[config.mk]
export PLATFORM = sky130hd
export DESIGN_NAME = sweep_scheduler_flat
export DESIGN_NICKNAME = d
export VERILOG_FILES = /design/src/rtl/sweep_scheduler_if.sv /design/src/rtl/sweep_scheduler.sv /design/src/flat_wrapper.sv
export SDC_FILE = /design/constraint.sdc
export NUM_CORES = 1
export LEC_CHECK = 0
export ABC_AREA = 0
export BUFFER_PORTS_ARGS = -buffer_cell sky130_fd_sc_hd__buf_2
export CORE_MARGIN = 4
export CORE_UTILIZATION = 40
export CTS_CLUSTER_SIZE = 12
export DETAILED_ROUTE_END_ITERATION = 16
export HOLD_SLACK_MARGIN = 0.02
export SYNTH_ARGS = -nofsm -noshare
export SYNTH_HDL_FRONTEND = slang
export SYNTH_SLANG_ARGS = --single-unit
[constraint.sdc]
create_clock -name clk -period 10.8 [get_ports clk]
set_clock_uncertainty 0.05 [all_clocks]
set_input_delay 1.62 -clock clk [delete_from_list [all_inputs] [get_ports clk]]
set_output_delay 1.62 -clock clk [all_outputs]
set_load 0.02 [all_outputs]
[src/rtl/sweep_scheduler_if.sv]
// Sampler handshake bundle between the sweep scheduler (master) and the sampler (slave).
interface sweep_scheduler_if;
  logic        request_run;
  logic [31:0] signal_select;
  logic [31:0] total_cycles;
  logic        running;
  logic        result_ready;
  logic [31:0] result;

  modport master (
    output request_run, signal_select, total_cycles,
    input  running, result_ready, result
  );

  modport slave (
    input  request_run, signal_select, total_cycles,
    output running, result_ready, result
  );
endinterface

[src/rtl/sweep_scheduler.sv]
// Steps the sampler through a range of signal selects and buffers one result per point.
// Define SWEEP_TIMEOUT_EN to enable the handshake watchdog (TIMEOUT_CYCLES).
//
// state       | meaning
// IDLE        | waiting for start
// ISSUE       | raise run request for the current select
// WAIT_ACK    | hold request until sampler reports running
// WAIT_RESULT | wait for result strobe, write buffer
// STORE       | bump count, pick next select or finish
// FINISH      | one-cycle done pulse
module sweep_scheduler #(
  parameter int DEPTH_LOG2     = 4,
  parameter int TIMEOUT_CYCLES = 65535
) (
  input  logic                  clk,
  input  logic                  reset,
  input  logic                  start,
  input  logic [31:0]           first_select,
  input  logic [31:0]           last_select,
  input  logic [31:0]           cycles_per_point,
  sweep_scheduler_if.master     sampler,
  input  logic [DEPTH_LOG2-1:0] rd_addr,
  output logic [31:0]           rd_data,
  output logic                  busy,
  output logic                  done,
  output logic [DEPTH_LOG2:0]   point_count,
  output logic [1:0]            status
);

  typedef enum logic [2:0] {
    S_IDLE, S_ISSUE, S_WAIT_ACK, S_WAIT_RESULT, S_STORE, S_FINISH
  } state_t;

`ifdef SWEEP_TIMEOUT_EN
  localparam bit TIMEOUT_ON = 1'b1;
`else
  localparam bit TIMEOUT_ON = 1'b0;
`endif

  localparam logic [DEPTH_LOG2:0] FULL_COUNT   = {1'b1, {DEPTH_LOG2{1'b0}}};
  localparam logic [DEPTH_LOG2:0] COUNT_ONE    = {{DEPTH_LOG2{1'b0}}, 1'b1};
  localparam logic [31:0]         TIMEOUT_LOAD = 32'(TIMEOUT_CYCLES - 1);

  state_t state_q, state_d;

  logic [31:0] select_q;
  logic [31:0] last_q;
  logic [31:0] total_q;
  logic        request_q;
  logic [1:0]  status_q;
  logic [31:0] timer_q;
  logic        timeout_hit;
  logic        last_hit;
  logic [DEPTH_LOG2:0] count_inc;

  logic [31:0] mem [2**DEPTH_LOG2];

  assign sampler.request_run   = request_q;
  assign sampler.signal_select = select_q;
  assign sampler.total_cycles  = total_q;
  assign status                = status_q;

  assign last_hit    = (select_q == last_q);
  assign count_inc   = point_count + COUNT_ONE;
  // Terminal count of the watchdog down-counter; constant 0 when the watchdog is compiled out.
  assign timeout_hit = TIMEOUT_ON && (timer_q == 32'd0);

  always_ff @(posedge clk) begin
    if (reset) state_q <= S_IDLE;
    else       state_q <= state_d;
  end

  always_comb begin
    state_d = state_q;
    case (state_q)
      S_IDLE:
        if (start) state_d = (first_select > last_select) ? S_FINISH : S_ISSUE;
      S_ISSUE:
        state_d = S_WAIT_ACK;
      S_WAIT_ACK:
        if (sampler.running)  state_d = S_WAIT_RESULT;
        else if (timeout_hit) state_d = S_FINISH;
      S_WAIT_RESULT:
        if (sampler.result_ready) state_d = S_STORE;
        else if (timeout_hit)     state_d = S_FINISH;
      S_STORE:
        state_d = (last_hit || count_inc == FULL_COUNT) ? S_FINISH : S_ISSUE;
      S_FINISH:
        state_d = S_IDLE;
      default:
        state_d = S_IDLE;
    endcase
  end

  always_comb begin
    busy = (state_q != S_IDLE);
    done = (state_q == S_FINISH);
  end

  always_ff @(posedge clk) begin
    if (reset) begin
      select_q    <= 32'd0;
      last_q      <= 32'd0;
      total_q     <= 32'd0;
      request_q   <= 1'b0;
      point_count <= '0;
      status_q    <= 2'b00;
    end else begin
      case (state_q)
        S_IDLE:
          if (start) begin
            select_q    <= first_select;
            last_q      <= last_select;
            total_q     <= cycles_per_point;
            point_count <= '0;
            status_q    <= 2'b00;
          end
        S_ISSUE:
          request_q <= 1'b1;
        S_WAIT_ACK:
          if (sampler.running) begin
            request_q <= 1'b0;
          end else if (timeout_hit) begin
            request_q   <= 1'b0;
            status_q[1] <= 1'b1;
          end
        S_WAIT_RESULT:
          if (!sampler.result_ready && timeout_hit) status_q[1] <= 1'b1;
        S_STORE: begin
          point_count <= count_inc;
          // Equality with last is tested before incrementing, so 32'hFFFFFFFF never wraps.
          if (!last_hit) begin
            if (count_inc == FULL_COUNT) status_q[0] <= 1'b1;
            else                         select_q    <= select_q + 32'd1;
          end
        end
        default: ;
      endcase
    end
  end

  always_ff @(posedge clk) begin
    if (reset)                          timer_q <= 32'd0;
    else if (state_q == S_ISSUE)        timer_q <= TIMEOUT_LOAD;
    else if ((state_q == S_WAIT_ACK || state_q == S_WAIT_RESULT) && timer_q != 32'd0)
                                        timer_q <= timer_q - 32'd1;
  end

  // Buffer is never cleared; the write is gated by reset so a strobe in the reset cycle is dropped.
  always_ff @(posedge clk) begin
    if (!reset && state_q == S_WAIT_RESULT && sampler.result_ready)
      mem[point_count[DEPTH_LOG2-1:0]] <= sampler.result;
    rd_data <= mem[rd_addr];
  end

endmodule

[src/flat_wrapper.sv]
// flat-port wrapper written by rule: the top's interface ports become plain ports
module sweep_scheduler_flat 
#(
  parameter int DEPTH_LOG2     = 4,
  parameter int TIMEOUT_CYCLES = 65535
)
  (clk, reset, start, first_select, last_select, cycles_per_point, rd_addr, rd_data, busy, done, point_count, status, sampler_request_run, sampler_signal_select, sampler_total_cycles, sampler_running, sampler_result_ready, sampler_result);
  sweep_scheduler_if sampler_i ();
  input  logic clk;
  input  logic reset;
  input  logic start;
  input  logic [31:0] first_select;
  input  logic [31:0] last_select;
  input  logic [31:0] cycles_per_point;
  input  logic [DEPTH_LOG2-1:0] rd_addr;
  output logic [31:0] rd_data;
  output logic busy;
  output logic done;
  output logic [DEPTH_LOG2:0] point_count;
  output logic [1:0] status;
  output wire logic [$bits(sampler_i.request_run)-1:0] sampler_request_run;
  output wire logic [$bits(sampler_i.signal_select)-1:0] sampler_signal_select;
  output wire logic [$bits(sampler_i.total_cycles)-1:0] sampler_total_cycles;
  input wire logic [$bits(sampler_i.running)-1:0] sampler_running;
  input wire logic [$bits(sampler_i.result_ready)-1:0] sampler_result_ready;
  input wire logic [$bits(sampler_i.result)-1:0] sampler_result;
  assign sampler_request_run = sampler_i.request_run;
  assign sampler_signal_select = sampler_i.signal_select;
  assign sampler_total_cycles = sampler_i.total_cycles;
  assign sampler_i.running = sampler_running;
  assign sampler_i.result_ready = sampler_result_ready;
  assign sampler_i.result = sampler_result;
  sweep_scheduler #(.DEPTH_LOG2(DEPTH_LOG2), .TIMEOUT_CYCLES(TIMEOUT_CYCLES)) u_core (.clk(clk), .reset(reset), .start(start), .first_select(first_select), .last_select(last_select), .cycles_per_point(cycles_per_point), .sampler(sampler_i), .rd_addr(rd_addr), .rd_data(rd_data), .busy(busy), .done(done), .point_count(point_count), .status(status));
endmodule
==> qor.yml, run 1 <==
dp.final_hpwl_um: 36200
cp-end-kind: "flop"
detailroute.via_count: 15040
max-clock-path-buffers: 3
r2r_end: "u_core.sampler.signal_select[29]$_SDFFE_PP0P_"
floorplan.die_area_um2: 69200
fp.dieW_um: 263
fin_crit_sh_pct: 39.5
timing.critical_path.fanout_max: 62
wl_per_cell_um: 23.2
critPathArrivalTime_ps: 4700
post-route-min-period_ps: 4270
globalplace.congestion: 0.872
clkTransAtPathRegs_ps: 60
placed_cells_incl_taps: 2607
length_of_the_first_detailed_routing_pass_in_iterations: 5
first_pass_grt_wire_length_um: 97900
synthesis.yosys.warnings: 0
finish.net_count: 2000
hold_viol_final: 0
tightestPinTransition_ps: 1090
post-route-drc-count: 0
netlist_area_um2: 26000
max_slew_margin_pct: 27.4
port_buffers: 241
status: "finished clean"
power.leakage_nw: 10.7
tritoncts.num_buffers: 72
cts-resized-gates: 0
most_common_flop_cell_mapped_by_yosys: "edfxtp_1"
synthToLayoutAreaGrowth_pct: 17.5
globalRoute.totalOverflow: 0
io-pin-count: 243
share_of_post_route_cells_with_drive_strength_above_1_pct: 29.8
final_critical_path_setup_slack_ps: 6530
timing.fmax_mhz: 234
vias_per_cell: 5.50
cts_post_setup_buffers_inserted: 0
regToRegStartpoint: "u_core.state_q[0]$_SDFFE_PP0P_"
dpl_ws_ps: 5720
setup.worst_path.class: "input pin to flop"
synth_cell_types: 69
hold-path-endpoint: "u_core.sampler.total_cycles[24]$_SDFFE_PP0P_"
setup.worst_path.start_class: "input pin"
clkLatencyLatePin_ps: 620
synthMostInstantiatedCell: "edfxtp_1"
drt_iter0_markers: 1380
hold_class: "flop to flop"
synth_area_per_cell_um2: 16.5
vdd.ir_drop.worst_uv: 109
num_rows: 93
synth_edf_count: 512
design.core.area_um2: 64500
root_buf_cell: "clkbuf_16"
synth_cells: 1573
number_of_maximum_capacitance_constraint_violations: 0
sequential_cell_area_um2: 18100
insertedDiodeCount: 0
multi_input_gate_area_in_the_final_layout_um2: 7460
setup_viol: 0
cts.sink_count: 650
grt_usage_pct: 18.3
rrSetupSlack_ps: 7730
fin_worst_hold_slack_ps: 402
total_power_w: 0.00567
tritoncts: "done"
postSynthNetCount: 1747
maxSlewViolCount: 0
ys_seq_elements: 650
first_global_vias: 15839
synth_top_cells_by_area: "edfxtp_1 59%, mux4_2 14%, dfxtp_1 11%, nand2_1 2.5%, a21oi_1 2.1%"
grt_max_degree: 96
final_cell_count_no_fill: 2734
detail_route.wirelength_um: 63300
synth_top_cell_area_share_pct: 59.1
async_flop_share_pct: 0
fin_tns_setup_ps: 0
die_y_um: 263
start_util_pct: 40.4
antenna_found_initial: 2
rsz0062_at_grt: "false"
cell_type_contributing_the_most_total_cell_area_after_synthesis: "edfxtp_1"
hold_depth: 2
hp-start: "u_core.sampler.total_cycles[24]$_SDFFE_PP0P_"
r2r.worst_path.cells: 6
power_per_cell_area_nw_per_um2: 185
postRouteAntennaNets: 0
list_of_most_frequent_post_synthesis_cells: "512 x edfxtp_1, 176 x nand2_1, 160 x mux4_2, 138 x dfxtp_1, 111 x a21oi_1"
fillerInstances: 5572
critical_path_required_ps: 11240
number_of_h_tree_branching_levels: 3
synth-seq-area-share_pct: 69.7
cts.hold.buffers_added: 0
-- area by class of cell --
cell class | instances | area share, %
Multi-Input combinational cell | 793 | 24.4
Clock buffer | 103 | 6.60
Sequential cell | 650 | 59.3
Tap cell | 855 | 3.50
Inverter | 40 | 0.491
Timing Repair Buffer | 269 | 4.68
Clock inverter | 24 | 1.06
-- critical path, cell delays in order --
cell and delay, ps:
clkbuf_8 620, buf_4 720, buf_4 640, mux4_2 590, mux4_2 460
-- cell families after synthesis --
logic type      share of synthesized area [%]
flops                                    69.7
compound gates                           5.11
buf+inv                                  2.12
mux                                      14.0
fa+ha+maj                                1.78
other cells                            0.0144
simple gates                             6.22
xor+xnor                                 1.08
-- power by group --
group / switching (W) / internal (W)
clock network: 0.000990 / 0.00141
registers: 0.0000532 / 0.00275
logic: 0.000289 / 0.000179
total: 0.00133 / 0.00434
-- sequential cells by signal, indices dropped and copies added, names as in the netlist --
name / count
u_core.last_q: 32
u_core.mem: 512
u_core.point_count: 5
u_core.rd_data: 32
u_core.sampler.request_run: 1
u_core.sampler.signal_select: 32
u_core.sampler.total_cycles: 32
u_core.state_q: 3
u_core.status: 1
-- per-layer routing --
layer / track usage (%) / routed length (µm)
met1: 24.1 / 26100
met2: 30.4 / 31400
met3: 4.43 / 4230
met4: 5.35 / 1530
met5: 0 / 13
-- how the worst max path moves through the flow --
| stage | from | endpoint | slack [ps] | cells after the start |
|---|---|---|---|---|
| finish | rd_addr[0] | u_core.rd_data[14]$_DFF_P_ | 6530 | 5 |
| CTS | rd_addr[0] | u_core.rd_data[5]$_DFF_P_ | 6400 | 5 |
| floorplan | reset | u_core.mem[0][0]$_DFFE_PP_ | 5950 | 4 |
| detailed placement | rd_addr[0] | u_core.rd_data[5]$_DFF_P_ | 5720 | 5 |
| global route | rd_addr[0] | u_core.rd_data[11]$_DFF_P_ | 6200 | 5 |
| global placement | rd_addr[0] | u_core.rd_data[13]$_DFF_P_ | 5750 | 5 |
-- metrics by stage --
stage | utilization, % | instance area, µm²
after global placement | 43.8 | 28200
after floorplan | - | 26000
after global routing | 47.4 | 30600
after CTS | 47.4 | 30600
after detailed placement | 43.8 | 28200
final | 47.4 | 30600
-- placed cells by master, fill, tap and decap left out, types with 6 or more instances in the layout --
cell,count
edfxtp_1,512
buf_2,238
nand2_1,175
mux4_2,160
dfxtp_1,138
a21oi_1,110
clkbuf_16,73
inv_1,40
nor2_1,39
ha_1,37
xor2_1,32
buf_4,30
nand3_1,27
clkbuf_1,22
o21ai_0,16
nand4_1,15
and3_1,14
nor3_1,13
nor4_1,12
a211oi_1,12
nor2_4,11
o31ai_1,10
a311oi_1,9
clkbuf_8,9
clkinv_2,8
nor2b_1,6
nor3_2,6
o21ai_1,6
(Power assumes the default switching activity.)
==> run 2, diff against run 1 <==
- clock period: 10.8 -> 3.58 ns (I/O delays scaled with it)
==> run 2 against run 1 <==
Utilization up 0.23 points. Global-route usage down 0.21 points. Power rose to 3.0 times the previous value. Cell area up 0.49%. Sequential share of layout area down 0.29 points. Die area unchanged. Sequential cell count unchanged. Largest power group unchanged.
==> qor.yml, run 2 (synthesis results as in run 1) <==
dp.final_hpwl_um: 39700
vias_per_cell: 5.45
io-pin-count: 243
antenna_found_initial: 1
timing.critical_path.fanout_max: 19
num_rows: 93
globalRoute.totalOverflow: 0
die_y_um: 263
cts.hold.buffers_added: 0
rrSetupSlack_ps: 790
cp.depth: 6
start_util_pct: 40.4
vdd.ir_drop.worst_uv: 280
critical_path_required_ps: 3820
postRouteAntennaNets: 0
clkTransAtPathRegs_ps: 60
rsz0062_at_grt: "false"
r2r_end: "u_core.mem[4][23]$_DFFE_PP_"
r2r.worst_path.cells: 6
cp-end-kind: "flop"
synthToLayoutAreaGrowth_pct: 18.1
detail_route.wirelength_um: 62600
critical-path-max-stage-delay_ps: 590
timing.fmax_mhz: 359
hold_class: "input pin to flop"
hold_viol_final: 0
max_slew_margin_pct: 27.4
fp.dieW_um: 263
setup.worst_path.start_class: "flop"
globalplace.congestion: 0.862
number_of_h_tree_branching_levels: 3
cts_post_setup_buffers_inserted: 0
number_of_maximum_capacitance_constraint_violations: 0
layout.cells.most_common_list: "512 x edfxtp_1, 238 x buf_2, 175 x nand2_1"
port_buffers: 241
cpLargestDelayFamily: "simple AND/OR/NAND/NOR gates"
post-route-drc-count: 0
tritoncts: "done"
cpMaxStageDelayCell: "nor2_4"
fin_util_pct: 47.7
largest_register_ff_count: 512
hold_depth: 3
first_pass_grt_wire_length_um: 97300
critPathArrivalTime_ps: 3030
tritoncts.num_buffers: 70
root_buf_cell: "clkbuf_16"
regToRegStartpoint: "u_core.state_q[1]$_SDFFE_PP0P_"
dpl_ws_ps: 742
max-clock-path-buffers: 3
power.leakage_nw: 10.8
layout.cells.most_common: "edfxtp_1"
first_global_vias: 15737
power_per_cell_area_nw_per_um2: 549
floorplan.die_area_um2: 69200
cts-resized-gates: 0
hold-path-endpoint: "u_core.last_q[8]$_SDFFE_PP0P_"
grt_usage_pct: 18.1
hp-start: "last_select[8]"
insertedDiodeCount: 0
finish.net_count: 2006
maxSlewViolCount: 0
detailroute.via_count: 14939
wl_per_cell_um: 22.8
cts.sink_count: 650
design.core.area_um2: 64500
length_of_the_first_detailed_routing_pass_in_iterations: 6
clkLatencyLatePin_ps: 600
status: "finished clean"
cp.buffers_inverters: 1
drt_iter0_markers: 959
setup.worst_path.class: "flop to flop"
post-route-min-period_ps: 2790
tightestPinTransition_ps: 1090
grt_max_degree: 88
fin_crit_sh_pct: 77.8
setup_viol: 0
share_of_post_route_cells_with_drive_strength_above_1_pct: 29.6
final_critical_path_setup_slack_ps: 795
critical_path.cell_chain: "nor2b_1 > nand3_1 > nor2_1 > nand2_1 > nor2_4 > buf_12"
[run 2: changes by cell type in the layout (fill, tap and decap cells not counted), sizes merged]
cell,delta
buf,+8
clkinvlp,-1
bufinv,-1
inv,+1
clkbuf,+5
clkinv,-5
[run 2: worst min-delay path, delay by kind of cell]
kind                   cells  cell delay, ps
AO/OA/AOI/OAI              1              50
buffers and inverters      1             100
AND/OR/NAND/NOR            1              50
[run 2: area by class of cell]
type                       count  area [µm²]
clock buffer                 108        1970
sequential                   650       18100
multi-input combinational    793        7470
tap                          855        1070
timing repair buffer         277        1670
inverter                      40         150
fill                        5550       33700
clock inverter                18         265
[run 2: metrics by stage]
stage	total power [W]	hold WS, ps	cells	instance area, µm²	TNS (ps)
5_1_grt	0.0176	95.5	2741	30700	0
3_3_place_gp	0.0100	390	2615	28500	0
3_5_place_dp	0.0101	393	2615	28500	0
2_1_floorplan	0.00947	398	1573	26000	-11150
4_1_cts	0.0171	85.5	2741	30700	0
6_report	0.0169	136	2741	30700	0
[run 2: worst max-delay path by stage]
stage	startpoint	to	slack (ps)
finish	u_core.state_q[1]$_SDFFE_PP0P_	u_core.mem[4][23]$_DFFE_PP_	790
global route	u_core.state_q[1]$_SDFFE_PP0P_	u_core.mem[4][1]$_DFFE_PP_	600
CTS	u_core.state_q[1]$_SDFFE_PP0P_	u_core.mem[4][1]$_DFFE_PP_	720
detailed placement	u_core.state_q[1]$_SDFFE_PP0P_	u_core.mem[4][0]$_DFFE_PP_	740
global placement	u_core.state_q[1]$_SDFFE_PP0P_	u_core.mem[13][29]$_DFFE_PP_	900
floorplan	u_core.point_count[1]$_SDFFE_PP0P_	u_core.mem[15][0]$_DFFE_PP_	-180
[run 2: where the power goes]
| group | switching, W | internal [W] |
|---|---|---|
| Clock | 0.00291 | 0.00407 |
| Sequential | 0.000157 | 0.00829 |
| Combinational | 0.000898 | 0.000562 |
[run 2: layer usage]
layer / part of all wire (%) / GRT usage, %
met5: 0 / 0
met4: 2.2 / 4.65
met3: 5.9 / 4.06
met2: 50 / 30.1
met1: 42 / 24.3
==> run 3, diff against run 2 <==
- ABC_AREA: 0 -> 1
- clock period: 3.58 -> 2.3 ns (I/O delays scaled with it)
==> run 3 against run 2 <==
Power increased by 72%. Wire length increased by 19%. First-iteration DRC count increased by 49%. Critical path type unchanged.
==> qor.yml, run 3 <==
list_of_most_frequent_post_synthesis_cells: "512 x edfxtp_1, 366 x nand2_1, 250 x inv_1, 245 x o21ai_0, 211 x a21oi_1"
first_pass_grt_wire_length_um: 112000
regToRegStartpoint: "u_core.point_count[0]$_SDFFE_PP0P_"
wl_per_cell_um: 19.4
synth_cell_types: 36
total_met3_wirelength_after_detailed_routing_um: 4820
antenna_found_initial: 5
globalplace.congestion: 0.935
postRouteAntennaNets: 0
power.leakage_nw: 13.1
power_per_cell_area_nw_per_um2: 860
number_of_h_tree_branching_levels: 3
final_cell_count_no_fill: 3826
num_rows: 96
synthMostInstantiatedCell: "edfxtp_1"
setup_viol: 0
synth_cells: 2496
die_y_um: 271
cts.sink_count: 650
layout.cells.most_common: "edfxtp_1"
synthToLayoutAreaGrowth_pct: 21.5
hold_viol_final: 0
first_global_vias: 19143
setup.worst_path.start_class: "flop"
root_buf_cell: "clkbuf_16"
finish.net_count: 3011
synth_edf_count: 512
async_flop_share_pct: 0
hold_class: "input pin to flop"
tightestPinTransition_ps: 681
layout.cells.most_common_list: "512 x edfxtp_1, 366 x nand2_1, 248 x inv_1"
timing.critical_path.fanout_max: 17
synthesis.yosys.warnings: 0
clkTransAtPathRegs_ps: 60
fin_crit_sh_pct: 93.4
ys_seq_elements: 650
cp-end-kind: "flop"
wl_met1_um: 32200
detail_route.wirelength_um: 74300
grt_usage_pct: 19.5
vdd.ir_drop.worst_uv: 566
maxSlewViolCount: 0
tritoncts.num_buffers: 72
fp.dieW_um: 271
synth_top_cell_area_share_pct: 55.4
post_route_cell_area_um2: 33700
start_util_pct: 40.4
rsz0062_at_grt: "true"
grt_max_degree: 75
synth_area_per_cell_um2: 11.1
fin_util_pct: 49.1
postSynthNetCount: 2670
timing.fmax_mhz: 465
most_common_flop_cell_mapped_by_yosys: "edfxtp_1"
placed_cells_incl_taps: 3621
clkLatencyLatePin_ps: 610
critical_path_required_ps: 2770
detailroute.via_count: 19599
rrSetupSlack_ps: 150
setup.worst_path.class: "flop to flop"
length_of_the_first_detailed_routing_pass_in_iterations: 6
share_of_post_route_cells_with_drive_strength_above_1_pct: 16.6
design.core.area_um2: 68700
tritoncts: "done"
port_buffers: 241
highest-signal-layer: "met5"
synth_top_cells_by_area: "edfxtp_1 55%, dfxtp_1 10%, nand2_1 5.0%, mux2i_1 4.7%, o21ai_0 4.4%"
max-clock-path-buffers: 3
globalRoute.totalOverflow: 0
post-route-drc-count: 0
dp.final_hpwl_um: 45700
fin_tns_setup_ps: 0
fillerInstances: 6193
status: "finished clean"
wl_met2_um: 35400
hp-start: "first_select[14]"
netlist_area_um2: 27800
number_of_maximum_capacitance_constraint_violations: 0
total_cell_area_at_the_placement_stage_um2: 30700
floorplan.die_area_um2: 73700
drt_iter0_markers: 1425
synth-seq-area-share_pct: 65.4
worst_setup_path_startpoint: "u_core.point_count[0]$_SDFFE_PP0P_"
post-route-min-period_ps: 2150
cell_type_contributing_the_most_total_cell_area_after_synthesis: "edfxtp_1"
largest_register_ff_count: 512
io-pin-count: 243
critPathArrivalTime_ps: 2620
vias_per_cell: 5.12
max_slew_margin_pct: 54.6
## run 3: power by group
part           leakage, nW  internal (W)  switching (W)
sequential            5.75        0.0131       0.000490
clock                 1.09       0.00644        0.00460
combinational         6.26       0.00145        0.00286
total                 13.1        0.0210        0.00795
## run 3: worst max-delay path, cell delays in order, from the launching register on
cell and delay [ps]:
dfxtp_4 380, ha_2 210, nand3_1 170, xnor2_1 360, nand3_2 300, nand3_4 360
nand2_1 100, a21oi_1 150
## run 3: timing repair
action / 4_1_cts / 5_1_grt
buffers inserted: 0 / 2
gates resized for setup: 0 / 9
setup endpoints to repair: 0 / 25
hold buffers: 69 / 0
hold endpoints to repair: 74 / 0
## run 3: cell type report
cell class                      count  area [µm²]  share of cell area (%)
Clock inverter                     28         289                   0.857
Sequential cell                   650       18100                    53.8
Timing Repair Buffer              400        2980                    8.83
Tap cell                          931        1160                    3.45
Inverter                          261         982                    2.91
Clock buffer                      102        1970                    5.83
Multi-Input combinational cell   1452        8190                    24.3
Antenna cell                        2        5.00                  0.0148
## run 3: through the flow
stage / setup WS [ps] / hold slack [ps] / total power (W)
after floorplan: -155 / 394 / 0.0165
after global placement: -53.0 / 408 / 0.0180
after detailed placement: -65.2 / 417 / 0.0180
after CTS: 28.9 / 22.2 / 0.0292
after global routing: -0.547 / 51.7 / 0.0303
final: 151 / 58.2 / 0.0290
## run 3: worst paths after layout
path                                                        end  cells past startpoint
setup / recovery  u_core.sampler.signal_select[10]$_SDFFE_PP0P_                      7
setup reg to reg  u_core.sampler.signal_select[10]$_SDFFE_PP0P_                      7
hold reg to reg                   u_core.status[0]$_SDFFE_PP0P_                      2
hold / removal    u_core.sampler.signal_select[14]$_SDFFE_PP0P_                      5
## run 3: logic make-up (layout without fill, tap and decap cells)
| group | Yosys count | after routing | synth area share, % |
|---|---|---|---|
| flip-flops | 650 | 650 | 65.4 |
| AND/OR/NAND/NOR | 671 | 673 | 10.0 |
| AO/OA/AOI/OAI | 591 | 591 | 11.9 |
| XOR/XNOR | 21 | 21 | 0.663 |
| other | 1 | 3 | 0.0135 |
| buffers and inverters | 396 | 791 | 5.77 |
| multiplexers | 129 | 129 | 4.65 |
| adder cells (fa/ha/maj) | 37 | 37 | 1.67 |
## run 3: metal layers
| metal | up-vias | track usage, % |
|---|---|---|
| li1 | 9438 | - |
| met1 | 9421 | 25.7 |
| met2 | 606 | 32.8 |
| met3 | 128 | 3.88 |
| met4 | 6 | 6.12 |
| met5 | - | 0 |
